$ cat src/rtl/seq_pkg.sv
// Shared constants and helpers for the parameterised serial pattern detector.
package seq_pkg;

    localparam int unsigned SEQ_MAX_LEN = 8;
    localparam logic [SEQ_MAX_LEN-1:0] SEQ_DEF_PAT = 8'b0000_0110;
    localparam int unsigned SEQ_DEF_LEN = 4;
    localparam bit SEQ_DEF_OVL = 1'b1;

    typedef enum logic {
        OvlOff = 1'b0,
        OvlOn  = 1'b1
    } ovl_mode_e;

    // Width able to hold every length 0..max_len inclusive.
    function automatic int unsigned len_w(input int unsigned max_len);
        return unsigned'($clog2(max_len)) + 32'd1;
    endfunction

endpackage

$ cat src/rtl/seq_sat_cnt.sv
// Saturating up-counter with synchronous clear; clear plus increment yields 1.
module seq_sat_cnt #(
    parameter int unsigned W = 8
) (
    input  logic         clk,
    input  logic         reset,
    input  logic         inc,
    input  logic         clr,
    output logic [W-1:0] cnt
);

    logic [W-1:0] r_cnt;
    logic [W-1:0] w_cnt_next;

    always_comb begin
        w_cnt_next = r_cnt;
        if (clr) begin
            w_cnt_next = W'(inc);
        end else if (inc && (r_cnt != '1)) begin
            w_cnt_next = r_cnt + W'(1);
        end
    end

    always_ff @(posedge clk or negedge reset) begin
        if (!reset) begin
            r_cnt <= '0;
        end else begin
            r_cnt <= w_cnt_next;
        end
    end

    assign cnt = r_cnt;

endmodule

$ cat src/rtl/seq_detect_param.sv
// Runtime-configurable serial pattern detector with overlap control and a
// saturating match counter.
module seq_detect_param
    import seq_pkg::*;
#(
    parameter int unsigned        MAX_LEN = SEQ_MAX_LEN,
    parameter int unsigned        CNT_W   = 8,
    parameter logic [MAX_LEN-1:0] DEF_PAT = SEQ_DEF_PAT,
    parameter int unsigned        DEF_LEN = SEQ_DEF_LEN,
    parameter bit                 DEF_OVL = SEQ_DEF_OVL
) (
    input  logic                       clk,
    input  logic                       reset,
    input  logic                       en,
    input  logic                       x,
    input  logic                       cfg_load,
    input  logic [MAX_LEN-1:0]         cfg_pat,
    input  logic [len_w(MAX_LEN)-1:0]  cfg_len,
    input  logic                       cfg_ovl,
    input  logic                       clr_cnt,
    output logic                       z,
    output logic [CNT_W-1:0]           match_cnt,
    output logic                       cfg_err
);

    localparam int unsigned LEN_W = len_w(MAX_LEN);
    localparam logic [LEN_W-1:0] MAX_LEN_L = LEN_W'(MAX_LEN);

    if (MAX_LEN < 2 || MAX_LEN > 32) begin : g_bad_max_len
        $error("seq_detect_param: MAX_LEN must be in 2..32");
    end
    if (DEF_LEN < 1 || DEF_LEN > MAX_LEN) begin : g_bad_def_len
        $error("seq_detect_param: DEF_LEN must be in 1..MAX_LEN");
    end

    logic [MAX_LEN-1:0] r_pat;
    logic [LEN_W-1:0]   r_len;
    ovl_mode_e          r_ovl;
    logic [MAX_LEN-1:0] r_hist;
    logic [LEN_W-1:0]   r_fill;
    logic               r_z;
    logic               r_cfg_err;

    logic               w_cfg_ok;
    logic               w_cfg_apply;
    logic               w_cfg_bad;
    logic               w_sample;
    logic [MAX_LEN-1:0] w_hist_next;
    logic [LEN_W-1:0]   w_fill_inc;
    logic [MAX_LEN-1:0] w_mask;
    logic               w_match;

    always_comb begin
        w_cfg_ok    = (cfg_len != '0) && (cfg_len <= MAX_LEN_L);
        w_cfg_apply = cfg_load && w_cfg_ok;
        w_cfg_bad   = cfg_load && !w_cfg_ok;
        // A valid reconfiguration swallows the sample presented in the same cycle.
        w_sample    = en && !w_cfg_apply;
        w_hist_next = {r_hist[MAX_LEN-2:0], x};
        w_fill_inc  = (r_fill == r_len) ? r_fill : r_fill + LEN_W'(1);
        w_mask      = '0;
        for (int i = 0; i < int'(MAX_LEN); i++) begin
            w_mask[i] = (i < int'(r_len));
        end
        w_match = w_sample && (w_fill_inc == r_len) &&
                  (((w_hist_next ^ r_pat) & w_mask) == '0);
    end

    always_ff @(posedge clk or negedge reset) begin
        if (!reset) begin
            r_pat     <= DEF_PAT;
            r_len     <= LEN_W'(DEF_LEN);
            r_ovl     <= ovl_mode_e'(DEF_OVL);
            r_hist    <= '0;
            r_fill    <= '0;
            r_z       <= 1'b0;
            r_cfg_err <= 1'b0;
        end else begin
            r_z       <= w_match;
            r_cfg_err <= w_cfg_bad;
            if (w_cfg_apply) begin
                r_pat  <= cfg_pat;
                r_len  <= cfg_len;
                r_ovl  <= ovl_mode_e'(cfg_ovl);
                r_hist <= '0;
                r_fill <= '0;
            end else if (w_sample) begin
                r_hist <= w_hist_next;
                // Non-overlap restarts the fill so no bit serves two matches.
                r_fill <= (w_match && (r_ovl == OvlOff)) ? '0 : w_fill_inc;
            end
        end
    end

    seq_sat_cnt #(
        .W(CNT_W)
    ) u_cnt (
        .clk  (clk),
        .reset(reset),
        .inc  (w_match),
        .clr  (clr_cnt),
        .cnt  (match_cnt)
    );

    assign z       = r_z;
    assign cfg_err = r_cfg_err;

endmodule
$ cat config.mk
export PLATFORM = sky130hd
export DESIGN_NAME = seq_detect_param
export DESIGN_NICKNAME = d
export VERILOG_FILES = /design/src/rtl/seq_pkg.sv /design/src/rtl/seq_sat_cnt.sv /design/src/rtl/seq_detect_param.sv
export SDC_FILE = /design/constraint.sdc
export NUM_CORES = 1
export LEC_CHECK = 0
export ABC_AREA = 1
export CAP_MARGIN = 20
export CORE_ASPECT_RATIO = 0.5
export CORE_MARGIN = 4
export CORE_UTILIZATION = 30
export CTS_CLUSTER_DIAMETER = 50
export DETAILED_ROUTE_END_ITERATION = 10
export MAX_ROUTING_LAYER = met4
export PLACE_DENSITY_LB_ADDON = 0.2
export SLEW_MARGIN = 20
export SYNTH_ARGS = -nofsm -noshare
export SYNTH_HDL_FRONTEND = slang
export SYNTH_HIERARCHICAL = 1
export SYNTH_SLANG_ARGS = --single-unit
$ cat constraint.sdc
create_clock -name clk -period 2.6 [get_ports clk]
set_input_delay 0.78 -clock clk [delete_from_list [all_inputs] [get_ports clk]]
set_output_delay 0.78 -clock clk [all_outputs]
set_load 0.01 [all_outputs]
==> reports/qor.yml <==
holdPathStages: 2
path_cells: "clkdlybuf4s50_1 -> inv_1 -> nand3_1 -> nand2_1 -> nand3_1 -> nand2_1 -> nor2_1 -> nand2_1 -> nor2_2 -> and2_2 -> a21boi_0 -> nand3_1 -> nand2_1"
fin_cells: 405
power.density_mw_per_mm2: 717.0
rsz0062_at_grt: "no"
path_buf_inv: 2
htreeDepth: 2
tightestPinTransition_ns: 0.4552
cts_tree: "built"
io_pins: 29
synth_top_area_cell: "dfrtp_1"
wl_um: 4508
grt_pass1_vias: 1666
core_area_mm2: 0.006306
r2r-end: "u_cnt/cnt[7]"
end_kind: "flip-flop"
netlist.area_leader.share: 0.3713
slowest_delay_ns: 0.46
p_leak_nw: 1.315
antenna_found_initial: 0
dpl-instance-area_mm2: 0.002466
met3WireLength_um: 175
worstPathRequired_ns: 2.81
synth_area_mm2: 0.002022
cts_resized: 0
cp_max_fo: 3
r2r_start: "r_len[2]"
clk_pin_slew_ns: 0.05
ys_warn_count: 6
slowest_stage: "clkdlybuf4s50_1"
grt_usage: 0.1236
wl_per_cell_um: 11.13
timing.slew.headroom: 0.6965
ys_ff_latch: 34
drtIter0Drc: 147
post-cts-setup-buffers: 0
hold_end: "r_pat[1]"
setup_viol: 0
critPathMostFrequentCell: "nand2_1"
vias_per_cell: 4.407
clockBufferDepth: 2
wl_met2_um: 1931
num_rows: 20
post-route-period-util: 0.8967
first_pass_iters: 7
dieWidth_um: 124.1
drv_slew: 0
clock_sinks: 34
vdd_drop_max_mv: 0.2631
vias: 1785
cts_buffers: 5
synth_commonest_cells: "nand2_1 (87), inv_1 (39), dfrtp_1 (30), nor2_1 (26), nand3_1 (24)"
synth.most_common_cell: "nand2_1"
max_cap_violations: 0
syn-num-nets: 298
cp.arrival_ns: 2.55
hold_path_startpoint: "r_pat[1]"
ys_seq_area_frac: 0.4233
area_delta_synth_final_pct: 29.21
die_h_um: 66.05
grt_max_degree: 35
dp.cells: 397
drc: 0
initial_core_util: 0.3206
status: "completed"
ant_nets: 0
critical_path.top_delay_family: "simple AND/OR/NAND/NOR gates"
diodes: 0
r2r_slack_ns: 0.46
finClkSkew_ns: 0.002527
timing.fmax_mhz: 428.9
reg2reg_depth: 14
hpwl_um: 3369
synth-edff-count: 0
grt_pass1_wl_um: 7631
nets: 337
routabilityCongestion: 0.8708
synth_area_leaders: "dfrtp_1 (37%), nand2_1 (16%), inv_1 (7.2%), nand3_1 (5.9%), dfstp_2 (5.2%)"
syn_avg_cell_area_um2: 7.299
cts_hold_buf: 0
drive_gt1_frac: 0.1451
top_layer: "met4"
async_flop_share: 1.000
m1WireLength_um: 2314
synthCells: 277
die_area_mm2: 0.008197
clock_latency_ns: 0.28
hold_violations: 0
portBuffers: 28
root_buffer: "clkbuf_16"
min_path_type: "flip-flop to flip-flop"
timing.setup.tns_ns: 0
synth_cell_types: 29
cp-start-kind: "primary input"
ys.flop_type: "dfrtp_1"
critPathKind: "primary input to flip-flop"
postLayoutCellArea_mm2: 0.002613
grt_overflow: 0
fin_crit_ns: 2.331
stage by stage:
stage / hold WS (ns) / total power, mW / setup WS, ns / util
2_1_floorplan: 0.4603 / 1.140 / 0.3835 / -
3_3_place_gp: 0.4778 / 1.288 / 0.02966 / 0.3911
3_5_place_dp: 0.4825 / 1.295 / -0.01882 / 0.3911
4_1_cts: 0.4907 / 1.912 / 0.2761 / 0.4143
5_1_grt: 0.5273 / 2.032 / 0.05696 / 0.4143
6_report: 0.4885 / 1.873 / 0.2686 / 0.4143
placed cells by master (no fill, tap or decap), drive strengths merged:
master and count:
a21boi 2, a21oi 11, and2 1, buf 7, clkbuf 8, clkdlybuf4s50 28
clkinv 1, dfrtp 30, dfstp 4, ha 2, inv 41, mux2 2
nand2 100, nand3 25, nand4 3, nor2 33, nor3 1, o21ai 7
o22ai 6, or2 1, xnor2 2, xor2 2
tightest hold or removal path, cell delays in order, from the launching register on:
cell     delay, ns
dfstp_2       0.36
inv_1         0.06
a21oi_1       0.06
state kept, by name (all words and copies together), names as in the netlist:
signal / flops
cfg_err: 1
r_fill: 4
r_hist: 7
r_len: 4
r_ovl: 1
r_pat: 8
u_cnt/cnt: 8
z: 1
power by group:
part	switching, mW	internal (mW)
sequential	0.0783	0.604
clock	0.206	0.381
combinational	0.365	0.239
total	0.649	1.22
layout make-up:
| class | count | area [µm²] |
|---|---|---|
| flip-flops and latches | 34 | 855.8 |
| clock buffers | 8 | 146.4 |
| multi-input cells | 198 | 997.2 |
| inverters | 42 | 157.7 |
| well taps | 88 | 110.1 |
| repair buffers | 35 | 345.3 |
| fillers | 648 | 3694 |
metal layers:
layer	global-route usage	vias to the layer above
met5	-	-
met4	0.05457	0
met3	0.03504	9
met2	0.1801	31
met1	0.1601	806
li1	-	939
worst max path at each step:
stage | endpoint | start | cells past startpoint
after CTS | u_cnt/cnt[7] | cfg_len[0] | 13
after detailed placement | u_cnt/cnt[7] | cfg_len[0] | 13
after global placement | u_cnt/cnt[0] | cfg_len[2] | 13
after floorplan | u_cnt/cnt[7] | cfg_len[0] | 12
after global routing | u_cnt/cnt[7] | cfg_len[0] | 13
final | u_cnt/cnt[7] | cfg_len[0] | 13
kinds of logic (layout without fill, tap and decap cells):
kind of cell / Yosys count / after routing / share of synthesized area
flip-flops: 34 / 34 / 0.4233
multiplexers: 2 / 2 / 0.01114
adder cells (fa/ha/maj): 2 / 2 / 0.01237
buffers and inverters: 45 / 85 / 0.08354
AND/OR/NAND/NOR: 164 / 164 / 0.3781
XOR/XNOR: 4 / 4 / 0.01733
AO/OA/AOI/OAI: 26 / 26 / 0.07426
(Power assumes the default switching activity.)
